==> config.mk <==
export PLATFORM = sky130hd
export DESIGN_NAME = fv_core_if_instr_seq_constraint
export DESIGN_NICKNAME = d
export VERILOG_FILES = /design/src/rtl/fv_core_if_instr_seq_constraint.sv
export SDC_FILE = /design/constraint.sdc
export NUM_CORES = 1
export LEC_CHECK = 0
export CAP_MARGIN = 20
export CORE_MARGIN = 1
export CORE_UTILIZATION = 47
export CTS_BUF_LIST = sky130_fd_sc_hd__clkbuf_4
export DETAILED_ROUTE_END_ITERATION = 12
export PLACE_DENSITY = 0.83
export SETUP_SLACK_MARGIN = 0.05
export SYNTH_ARGS = -nofsm -noshare
export SYNTH_HDL_FRONTEND = slang
export SYNTH_SLANG_ARGS = --single-unit
==> constraint.sdc <==
create_clock -name clk -period 4.2 [get_ports clk]
set_input_delay 0.42 -clock clk [delete_from_list [all_inputs] [get_ports clk]]
set_output_delay 0.42 -clock clk [all_outputs]
set_load 0.05 [all_outputs]
==> src/rtl/fv_core_if_instr_seq_constraint.sv <==
`timescale 1ns/1ps
// Tracks an accepted RVC stream and flags budget, control-flow gap and program-length rule breaks.
// instr_ok is combinational (0 cycles); in_ready is high only in RUN and there is no other backpressure.
module fv_core_if_instr_seq_constraint #(
  parameter int NUM_CAT   = 8,
  parameter int CNT_W     = 4,
  parameter int MAX_INSTR = 16,
  parameter int CF_GAP    = 2,
  parameter int DRAIN_CYC = 4
) (
  input  logic                         clk,
  input  logic                         reset_n,
  input  logic                         start,
  input  logic                         in_valid,
  input  logic [NUM_CAT-1:0]           cat_vec,
  input  logic [NUM_CAT*CNT_W-1:0]     cat_budget,
  input  logic [NUM_CAT-1:0]           cf_mask,
  input  logic [NUM_CAT-1:0]           term_mask,
  output logic                         in_ready,
  output logic                         instr_ok,
  output logic [NUM_CAT*CNT_W-1:0]     cat_count,
  output logic [$clog2(MAX_INSTR+1)-1:0] total_count,
  output logic [1:0]                   state,
  output logic                         done,
  output logic                         violation
);

  localparam int TW  = $clog2(MAX_INSTR+1);
  localparam int GW  = $clog2(CF_GAP+2);
  localparam int DRW = $clog2(DRAIN_CYC+1);

  typedef enum logic [1:0] {
    S_IDLE  = 2'd0,
    S_RUN   = 2'd1,
    S_DRAIN = 2'd2,
    S_DONE  = 2'd3
  } state_t;

  state_t                         r_state;
  state_t                         w_next_state;
  logic [NUM_CAT-1:0][CNT_W-1:0]  r_cat_cnt;
  logic [TW-1:0]                  r_total;
  logic [GW-1:0]                  r_gap;
  logic [DRW-1:0]                 r_drain;
  logic                           r_violation;

  logic [CNT_W-1:0]               w_sel_cnt;
  logic [CNT_W-1:0]               w_sel_bud;
  logic                           w_sel_cf;
  logic                           w_sel_term;
  logic                           w_onehot;
  logic                           w_run;
  logic                           w_accept;
  logic                           w_ok;

  assign w_run    = (r_state == S_RUN);
  assign w_accept = in_valid && w_run;
  assign w_onehot = (cat_vec != '0) && ((cat_vec & (cat_vec - 1'b1)) == '0);

  // cat_vec is one-hot whenever the result matters, so an AND-OR mux selects the category.
  always_comb begin
    w_sel_cnt  = '0;
    w_sel_bud  = '0;
    w_sel_cf   = 1'b0;
    w_sel_term = 1'b0;
    for (int c = 0; c < NUM_CAT; c++) begin
      if (cat_vec[c]) begin
        w_sel_cnt  = w_sel_cnt | r_cat_cnt[c];
        w_sel_bud  = w_sel_bud | cat_budget[c*CNT_W +: CNT_W];
        w_sel_cf   = w_sel_cf | cf_mask[c];
        w_sel_term = w_sel_term | term_mask[c];
      end
    end
  end

  assign w_ok = w_run && w_onehot
             && (w_sel_cnt < w_sel_bud)
             && (!w_sel_cf || (r_gap == '0))
             && (r_total < TW'(MAX_INSTR))
             && ((r_total != TW'(MAX_INSTR-1)) || w_sel_term);

  always_comb begin
    w_next_state = r_state;
    case (r_state)
      S_IDLE:  if (start) w_next_state = S_RUN;
      S_RUN:   if (w_accept && w_ok && w_sel_term) w_next_state = S_DRAIN;
      S_DRAIN: if (r_drain == '0) w_next_state = S_DONE;
      S_DONE:  w_next_state = S_DONE;
      default: w_next_state = S_IDLE;
    endcase
  end

  always_ff @(posedge clk) begin
    if (!reset_n) r_state <= S_IDLE;
    else          r_state <= w_next_state;
  end

  always_ff @(posedge clk) begin
    if (!reset_n) begin
      r_cat_cnt   <= '0;
      r_total     <= '0;
      r_gap       <= '0;
      r_drain     <= '0;
      r_violation <= 1'b0;
    end else begin
      if (w_accept) begin
        if (w_ok) begin
          for (int c = 0; c < NUM_CAT; c++)
            if (cat_vec[c]) r_cat_cnt[c] <= r_cat_cnt[c] + 1'b1;
          r_total <= r_total + 1'b1;
          if (w_sel_cf)             r_gap <= GW'(CF_GAP);
          else if (r_gap != '0)     r_gap <= r_gap - 1'b1;
          if (w_sel_term)           r_drain <= DRW'(DRAIN_CYC-1);
        end else begin
          r_violation <= 1'b1;
        end
      end
      if ((r_state == S_DRAIN) && (r_drain != '0)) r_drain <= r_drain - 1'b1;
    end
  end

  assign in_ready    = w_run;
  assign instr_ok    = w_ok;
  assign cat_count   = r_cat_cnt;
  assign total_count = r_total;
  assign state       = r_state;
  assign done        = (r_state == S_DONE);
  assign violation   = r_violation;

  a_ok_onehot: assert property (@(posedge clk) disable iff (!reset_n) instr_ok |-> $onehot(cat_vec));
  a_total_max: assert property (@(posedge clk) disable iff (!reset_n) r_total <= TW'(MAX_INSTR));

endmodule

# Word-level counts from Yosys, hierarchy flattened
# Cells that the tools add are included.
[op_classes]
addsub = 12
magnitude_cmp = 2
n_eq_ne = 7
n_mux = 42
bitwise_logic = 30
reduce_logical = 37
[ops]
columns = ["cell", "n"]
rows = [
  ["$mux 4", 16],
  ["$or 4x4->4", 14],
  ["$reduce_and 3->1", 11],
  ["$add 4x1->4 const B", 8],
  ["$mux 1", 16],
  ["$or 1x1->1", 14],
  ["$mux 3", 4],
  ["$logic_and 1x1->1", 10],
  ["$mux 2", 5],
  ["$reduce_bool 2->1", 5],
  ["$and 8x8->8", 1],
  ["$logic_not 8->1", 1],
  ["$pmux 2 s4", 1],
  ["$reduce_bool 8->1", 1],
  ["$sub 8x1->8 const B", 1],
  ["$add 5x1->5 const B", 1],
  ["$lt 5x5->1 const B", 1],
  ["$ne 5x4->1 const B", 1],
  ["$eq 2x2->1 const B", 2],
  ["$logic_not 2->1", 2],
  ["$lt 4x4->1", 1],
  ["$ne 2x2->1 const B", 2],
  ["$reduce_and 2->1", 2],
  ["$logic_not 3->1", 1],
  ["8 further kinds", 9],
]
[totals]
ff_bits = 45
inputBits = 60
out_inout_bits = 43
elab_cells = 143

# Longest topological paths before layout
# Gate-level depths: netlist of the first run.
[depth]
depth_word = 24
ltp_mapped = 13
depth_no_buf = 8

# Least setup slack after synthesis of the first run
# Ideal clock, no wire load.
[synth_timing]
kind = "input-to-output"
from = "in cat_vec[3]"
to = "out instr_ok"
arrival_ns = 3.282
t_required_ns = 3.780
path_slack_ns = 0.498
cell_stages = 12
path_buffers = 5
cell_sequence = "buf_2 > clkbuf_1 > a22oi_1 > and4_1 > ha_1 > a222oi_1 > nand4_1 > or3_1 > buf_2 > buf_2 > buf_2 > nor2_1"
[synth_between]
elab_chain_cells = 14
elab_cells_between_ends = 50
cone_classes = "add/sub: 1; order compare: 1; mux: 20; bitwise: 17; reduce/logical: 11"
[synth_rtl]
columns = ["element", "line", "rtl"]
rows = [
  ["start, declared", "15", "input logic [NUM_CAT-1:0] cat_vec,"],
  ["$mux 4 / $mux 1 (equally long branches)", "67", "if (cat_vec[c]) begin"],
  ["$or 4x4->4, or another cell as far along", "68", "w_sel_cnt = w_sel_cnt | r_cat_cnt[c];"],
  ["$mux 4 / $mux 1 (equally long branches)", "67", ""],
  ["$or 4x4->4, or another cell as far along", "68", ""],
  ["$mux 4 / $mux 1 (equally long branches)", "67", ""],
  ["$or 4x4->4, or another cell as far along", "68", ""],
  ["$mux 4 / $mux 1 (equally long branches)", "67", ""],
  ["$or 4x4->4, or another cell as far along", "68", ""],
  ["$mux 4 / $mux 1 (equally long branches)", "67", ""],
  ["$lt 4x4->1 / $logic_not 1->1 (equally long branches)", "77, 78", ""],
  ["$logic_and 1x1->1 / $logic_or 1x1->1 (equally long branches)", "77, 78", ""],
  ["$logic_and 1x1->1", "78", "&& (!w_sel_cf || (r_gap == '0))"],
  ["$logic_and 1x1->1", "79", "&& (r_total < TW'(MAX_INSTR))"],
  ["$logic_and 1x1->1 (*)", "80", "&& ((r_total != TW'(MAX_INSTR-1)) || w_sel_term);"],
  ["end, declared", "20", "output logic instr_ok,"],
]
# Mark *: on every way between the ends. The rest lies on a longest branch, timed or not.

# Worst setup path after layout of the first run
[layout_timing]
from = "in cat_vec[7]"
to = "out instr_ok"
[layout_between]
elab_chain_cells = 9
elab_cells_between_ends = 18
cone_classes = "add/sub: 1; order compare: 1; mux: 4; bitwise: 1; reduce/logical: 11"
[layout_rtl]
columns = ["element", "line", "rtl"]
rows = [
  ["$sub 8x1->8", "58", "assign w_onehot = (cat_vec != '0) && ((cat_vec & (cat_vec - 1'b1)) == '0);"],
  ["$and 8x8->8", "58", ""],
  ["$logic_not 8->1", "58", ""],
  ["$logic_and 1x1->1", "58", ""],
  ["$logic_and 1x1->1", "76", "assign w_ok = w_run && w_onehot"],
  ["$logic_and 1x1->1", "77", "&& (w_sel_cnt < w_sel_bud)"],
  ["$logic_and 1x1->1", "78", ""],
  ["$logic_and 1x1->1", "79", ""],
  ["$logic_and 1x1->1 (*)", "80", ""],
]
# Marked as above.

==> results of run 1 <==
## cell usage after synthesis, drive strengths merged
library cell and n:
dfxtp 45, nand2 42, a22oi 38, nand2b 20
clkbuf 18, mux2i 18, nand3 18, buf 17
ha 16, o41ai 14, nor3 13, o311ai 13
a21oi 10, and3 10, inv 10, o31ai 9
or4 7, nand4 6, or3 6, nor2 5
and4 4, nor2b 4, o211ai 3, a222oi 2
and2 2, o21ai 2, o311a 2, a21o 1
a31oi 1, nand4bb 1, nor3b 1, nor4 1
o21a 1, o22ai 1, o31a 1, xor2 1
## final timing paths
kind	depth (start not counted)	to	slack, ns	startpoint
hold / removal	2	violation	0.47	violation
setup reg to reg	9	cat_count[4]	1.45	cat_count[31]
hold reg to reg	2	violation	0.47	violation
setup / recovery	10	instr_ok	0.45	cat_vec[7]
## routing by layer
metal  wire length (um)  up-vias  global-route usage
met2               4140      178               0.462
met4                256        0              0.0947
met5                  0        -                   0
met3               1060       26              0.0522
li1                   -     1569                   -
met1               3930     1507               0.350
## cells in the final DEF (no fill, tap or decap), types with 6 or more instances in the layout
| master | instances |
|---|---|
| sky130_fd_sc_hd__clkdlybuf4s50_1 | 100 |
| sky130_fd_sc_hd__dfxtp_1 | 45 |
| sky130_fd_sc_hd__nand2_1 | 42 |
| sky130_fd_sc_hd__a22oi_1 | 38 |
| sky130_fd_sc_hd__nand2b_1 | 20 |
| sky130_fd_sc_hd__mux2i_1 | 18 |
| sky130_fd_sc_hd__nand3_1 | 18 |
| sky130_fd_sc_hd__ha_1 | 16 |
| sky130_fd_sc_hd__o41ai_1 | 14 |
| sky130_fd_sc_hd__o311ai_1 | 13 |
| sky130_fd_sc_hd__buf_4 | 13 |
| sky130_fd_sc_hd__nor3_1 | 12 |
| sky130_fd_sc_hd__and3_1 | 10 |
| sky130_fd_sc_hd__inv_1 | 10 |
| sky130_fd_sc_hd__a21oi_1 | 10 |
| sky130_fd_sc_hd__o31ai_1 | 9 |
| sky130_fd_sc_hd__or4_1 | 7 |
| sky130_fd_sc_hd__nand4_1 | 6 |
| sky130_fd_sc_hd__or3_1 | 6 |
| sky130_fd_sc_hd__clkbuf_4 | 6 |
## where the power goes
group | switching [mW] | leakage, nW | internal [mW]
Combinational | 0.0907 | 1.08 | 0.0804
Sequential | 0.00164 | 0.363 | 0.429
Clock | 0.141 | 0.0354 | 0.0705
## kinds of logic after synthesis
| logic type | after synthesis |
|---|---|
| and+or+nand+nor | 140 |
| AOI/OAI and AO/OA | 98 |
| buffers and inverters | 45 |
| DFF | 45 |
| muxes | 18 |
| adders and majority gates | 16 |
| xor gates and xnor gates | 1 |
## worst register-to-register path, cell delays in order, from the launching register on
cell                       delay [ns]
sky130_fd_sc_hd__dfxtp_1         0.37
sky130_fd_sc_hd__a22oi_1         0.20
sky130_fd_sc_hd__nand4_1         0.12
sky130_fd_sc_hd__ha_1            0.30
sky130_fd_sc_hd__a222oi_1        0.25
sky130_fd_sc_hd__nand4_1         0.13
sky130_fd_sc_hd__or3_1           0.41
sky130_fd_sc_hd__buf_4           0.25
sky130_fd_sc_hd__or4_1           0.49
sky130_fd_sc_hd__a21oi_1         0.14
## final cells by class
cell class                      count  area (sq um)
Sequential cell                    45           901
Clock inverter                      2          10.0
Timing Repair Buffer              115          1120
Multi-Input combinational cell    273          1890
Tap cell                           75          93.8
Clock buffer                        6          45.0
Fill cell                         509          1930
Inverter                           10          37.5
## flip-flops by register name, indices dropped and copies added, names as in the netlist
register	count
cat_count	32
r_drain	3
r_gap	2
state	2
total_count	5
violation	1
## per-stage QoR
| step | worst slack [ns] | hold slack, ns | utilization | instances | total power [mW] |
|---|---|---|---|---|---|
| 2_1_floorplan | 0.498 | 0.443 | - | 363 | 0.524 |
| 3_3_place_gp | 0.551 | 0.436 | 0.671 | 518 | 0.605 |
| 3_5_place_dp | 0.469 | 0.455 | 0.671 | 518 | 0.608 |
| 4_1_cts | 0.464 | 0.474 | 0.680 | 526 | 0.813 |
| 5_1_grt | 0.255 | 0.515 | 0.680 | 526 | 0.844 |
| 6_report | 0.450 | 0.471 | 0.680 | 526 | 0.813 |
==> qor.txt, run 1 <==
Synth Area in XOR/XNOR = 0.00293
Overall track demand over capacity in global routing = 0.275
Area growth syn-to-layout = 37.1%
Critical Path Max Stage Delay = 0.84 ns
Slowest-stage cell, CP = sky130_fd_sc_hd__clkdlybuf4s50_1
RSZ-0062 raised after global routing = false
Number of rows in the core area = 28
Share of post-route cells with drive strength above 1 = 0.0532
Clock buffer depth = 2
Clock insertion delay at the later pin of the skew report = 0.36 ns
Fraction of the yosys area taken by sequential cells = 0.302
Actual slew at the worst max-slew pin = 0.742 ns
Standard cell area after detailed placement = 4040 sq um
Cts bufs inserted = 5
Number of inserted diodes = 0
Yosys warnings = 0
Fin. max-slew vios = 0
Die boundary width = 81.7 um
Total via count after detailed routing = 3280
Vias in the first global route = 2968
CTS clk-pin slew, worst paths = 0.12 ns
Core outline area = 6030 sq um
Compound-cell area share of the yosys netlist = 0.250
CTS tree = built
Count of hold-fix buffers inserted at cts = 0
Period Utilization, post-route = 0.893
Post-synthesis share of cell area spent on full adders, half adders and majority gates = 0.0670
Startpoint Class = primary input
Data required time at the worst endpoint = 3.78 ns
Summed instance area of the synthesized netlist = 2990 sq um
Cell leakage power = 1.48 nW
Final HPWL DP = 6.81 mm
Synth Area per Inst = 8.23 sq um
Cell Chain, Critical Path = clkdlybuf4s50_1, a22oi_1, and4_1, ha_1, a222oi_1, nand4_1, or3_1, buf_4, nor2_1, buf_12
Critical path class = in -> out
Area of all placed cells without fillers = 4100 sq um
Final routed DRC violation total = 0
Largest family of logic cells by synthesized area = simple AND/OR/NAND/NOR gates
Setup repair bufs after CTS = 0
Multiplexer fraction of the synthesized cell area = 0.0603
Cell type with the highest aggregate area in the netlist = sky130_fd_sc_hd__dfxtp_1
Total of cells resized after clock tree synthesis = 0
Pwr dens = 198 nW/um^2
Worst min-delay path class = reg -> reg
Crit Path Max Fanout = 34
Kind of capture point of the worst setup path = output pin
Max Cap Viol = 0
Worst path buffer plus inverter count = 3
Starting Density = 0.496
Peak Freq = 267 MHz
CTS sink count = 45
First DRT Iteration DRCs = 440
PortBufs = 102
Net count of the mapped netlist = 439
Worst EP arrival = 3.33 ns
Top-level I/O count = 103
Shortest period the worst path allows = 3.75 ns
Routability Congestion = 0.910
Antenna-violating nets left = 0
Final total negative setup slack = 0 ns
Wire length of the first global-routing pass = 14.1 mm
Cell family with the largest share of critical-path delay = buffers and inverters
Worst IR drop on VDD = 140 uV
Number of hold-slack violations in the final timing report = 0
Routed WL = 9.38 mm
Post-synthesis cell count = 363
Number of antenna violations at the first check in global routing = 0
Number of nets at the end of the flow = 526
Relative slew slack = 0.504
DR pass1 iterations = 6
Clock skew after layout = 0.0112 ns
Portion of synthesized cell area occupied by the leading cell type = 0.302
Maximum number of pins on one net before global-route repair = 67
Count of cell types in the netlist = 39
Gr ovfl total = 0
Simple logic cell fraction of the synthesized area = 0.251
H-tree depth = 2
Vertical die dimension = 81.7 um
Leading post-synthesis cells by cell area = sky130_fd_sc_hd__dfxtp_1 (30%), sky130_fd_sc_hd__a22oi_1 (9.5%), sky130_fd_sc_hd__ha_1 (6.7%)
Final-report setup violation count = 0
Root Driver = sky130_fd_sc_hd__clkbuf_4
Vias per Instance = 6.24
Flip-flop and latch count after synthesis = 45
Avg WL per Cell = 17.8 um
Outcome = complete, no violations
Die area = 6680 sq um
(Power assumes the default switching activity.)
==> run 2, diff against run 1 <==
CORE_UTILIZATION = 30   (was 47)
PLACE_DENSITY = unset   (was 0.83)
SKIP_CTS_REPAIR_TIMING = 1   (was unset)
==> run 2 against run 1 <==
Against the previous run:
- global-route usage fell by 8.0 points
- largest cell class unchanged
- flip-flop and latch count did not move
- die area rose by 55%
- total power rose by 0.58%
- clock skew fell by 0.0041 ns
- combinational power barely moved
- clock-buffer cell count did not move
- clock power rose by 2%
- cell count rose by 11%
- maximum frequency fell by 0.29%
- sequential power barely moved
- critical path depth rose by 1
==> qor.txt, run 2 (same netlist as run 1, synthesis figures left out) <==
Period Utilization, post-route = 0.895 (+0.00255)
Critical path class = in -> out
Crit Path Max Fanout = 35 (+2.9%)
Startpoint of the worst-slack reg-to-reg timing path = cat_count[31]
Relative slew slack = 0.503 (-0.00105)
Clock skew after layout = 0.00715 ns (-0.00406 ns)
WHS Endpoint = violation
Kind of capture point of the worst setup path = output pin
CTS sink count = 45 (unchanged)
CTS tree = built
Total via count after detailed routing = 3231 (-1.5%)
Most common cell after layout, fill and taps aside = sky130_fd_sc_hd__clkdlybuf4s50_1
Cell Chain, Critical Path = clkdlybuf4s50_1, buf_4, a22oi_1, nand4_1, ha_1, a222oi_1, nand4_1, or3_1, buf_4, nor2_1, buf_12
Most used cells in the layout excluding fill and tap cells = sky130_fd_sc_hd__clkdlybuf4s50_1 (100), sky130_fd_sc_hd__dfxtp_1 (45), sky130_fd_sc_hd__nand2_1 (42)
First DRT Iteration DRCs = 162 (-63%)
Shortest period the worst path allows = 3.76 ns (+0.0107 ns)
Area growth syn-to-layout = 39.8%
Start point of the worst min-delay path = violation
Area taken by flip-flops and latches = 901 sq um (unchanged)
Pwr dens = 196 nW/um^2 (-1.3%)
RSZ-0062 raised after global routing = false
Final core occ = 0.429 (-0.251)
Area used by multi-input combinational logic = 1890 sq um (unchanged)
Register-to-Register Setup Slack = 1.40 ns (-0.05 ns)
CTS clk-pin slew, worst paths = 0.13 ns (about the same)
Number of rows in the core area = 36 (+29%)
Number of flip-flops in the largest register = 32 (unchanged)
Data required time at the worst endpoint = 3.78 ns (about the same)
Worst path buffer plus inverter count = 4 (+1)
Actual slew at the worst max-slew pin = 0.743 ns (+0.00158 ns)
Wire length of the first global-routing pass = 15.6 mm (+10%)
Relative contribution of sequential cells to total power = 0.526 (-0.003)
H-tree depth = 2 (unchanged)
Gr ovfl total = 0 (unchanged)
Routed WL = 10.1 mm (+7.2%)
Worst IR drop on VDD = 92.4 uV (-34%)
Proportion of power drawn by the clock network = 0.263 (+0.003)
Startpoint Class = primary input
Vias per Instance = 5.52 (-11%)
Reg2Reg Depth = 9 (unchanged)
Share of post-route cells with drive strength above 1 = 0.0553 (+0.00209)
Peak Freq = 266 MHz (-0.29%)
Max Cap Viol = 0 (unchanged)
Maximum number of pins on one net before global-route repair = 66 (-1.5%)
Number of nets at the end of the flow = 527 (+0.19%)
Vertical die dimension = 102 um (+25%)
Worst EP arrival = 3.34 ns (about the same)
End of the worst register-to-register path = total_count[3]
Outcome = complete, no violations
Starting Density = 0.307 (-0.189)
Final routed DRC violation total = 0 (unchanged)
Standard cell area after detailed placement = 4120 sq um (+2.0%)
Antenna-violating nets left = 0 (unchanged)
Worst min-delay path class = reg -> reg
Area of all placed cells without fillers = 4180 sq um (+2.0%)
Overall track demand over capacity in global routing = 0.195 (-0.0803)
Critical Path Max Stage Delay = 0.61 ns (-0.23 ns)
Clock insertion delay at the later pin of the skew report = 0.36 ns (about the same)
Fin. max-slew vios = 0 (unchanged)
Final HPWL DP = 7.32 mm (+7.5%)
Reported net switching power = 0.238 mW (+1.8%)
Number of inserted filler cells in the final layout = 976 (+92%)
Cell leakage power = 1.49 nW (+0.32%)
Die boundary width = 102 um (+25%)
PortBufs = 102 (unchanged)
Number of inserted diodes = 0 (unchanged)
Final-report setup violation count = 0 (unchanged)
Combinational cell fraction of total power = 0.211 (about the same)
Final total negative setup slack = 0 ns (unchanged)
Clock buffer depth = 2 (unchanged)
Core outline area = 9730 sq um (+61%)
Cts bufs inserted = 5 (unchanged)
Number of antenna violations at the first check in global routing = 0 (unchanged)
Top-level I/O count = 103 (unchanged)
Slowest-stage cell, CP = sky130_fd_sc_hd__clkdlybuf4s50_1
Worst hold path cell count = 2 (unchanged)
Number of hold-slack violations in the final timing report = 0 (unchanged)
Avg WL per Cell = 17.2 um (-3.6%)
Root Driver = sky130_fd_sc_hd__clkbuf_4
DR pass1 iterations = 5 (-1)
Vias in the first global route = 3034 (+2.2%)
Cell family with the largest share of critical-path delay = buffers and inverters
Pint = 0.580 mW (about the same)
Switching power as a share of total power = 0.291 (+0.00353)
Routability Congestion = 0.872 (-4.3%)
Die area = 10400 sq um (+55%)
## run 2: cell type report
type                    instances  area share
inverters                      10     0.00898
well taps                     133      0.0398
clock inverters                 2     0.00240
repair buffers                116       0.271
flip-flops and latches         45       0.216
clock buffers                   6      0.0108
multi-input cells             273       0.452
## run 2: worst max path at each step
stage	start	to	slack [ns]	depth (start not counted)
after floorplan	cat_vec[3]	instr_ok	0.50	12
after global placement	cat_vec[7]	instr_ok	0.52	11
after detailed placement	cat_vec[7]	instr_ok	0.49	11
after CTS	cat_vec[7]	instr_ok	0.47	11
after global routing	cat_vec[2]	instr_ok	0.30	10
final	cat_vec[7]	instr_ok	0.44	11
## run 2: worst register-to-register path, stage by stage (launching register included)
cell,delay (ns)
sky130_fd_sc_hd__dfxtp_1,0.40
sky130_fd_sc_hd__a22oi_1,0.20
sky130_fd_sc_hd__nand4_1,0.13
sky130_fd_sc_hd__ha_1,0.31
sky130_fd_sc_hd__a222oi_1,0.26
sky130_fd_sc_hd__nand4_1,0.12
sky130_fd_sc_hd__or3_1,0.40
sky130_fd_sc_hd__buf_4,0.25
sky130_fd_sc_hd__or4_1,0.55
sky130_fd_sc_hd__a21oi_1,0.14
## run 2: metal layers
metal | up-vias | track usage | share of wire
met5 | - | 0 | 0
met1 | 1524 | 0.249 | 0.45
met3 | 13 | 0.0380 | 0.080
met4 | 0 | 0.0569 | 0.014
met2 | 128 | 0.330 | 0.45
li1 | 1566 | - | -
## run 2: through the flow
stage / power (mW) / std cells / hold WS (ns) / worst slack [ns]
floorplan: 0.524 / 363 / 0.443 / 0.498
global placement: 0.609 / 577 / 0.444 / 0.521
detailed placement: 0.611 / 577 / 0.441 / 0.490
CTS: 0.827 / 585 / 0.461 / 0.471
global route: 0.857 / 585 / 0.493 / 0.304
finish: 0.818 / 585 / 0.457 / 0.439
## run 2: power by group through the flow
stage	Sequential, mW	Clock [mW]	Combinational (mW)
2_1_floorplan	0.445	0	0.0792
3_3_place_gp	0.440	0	0.170
3_5_place_dp	0.440	0	0.172
4_1_cts	0.430	0.224	0.173
5_1_grt	0.431	0.239	0.187
6_report	0.430	0.215	0.172
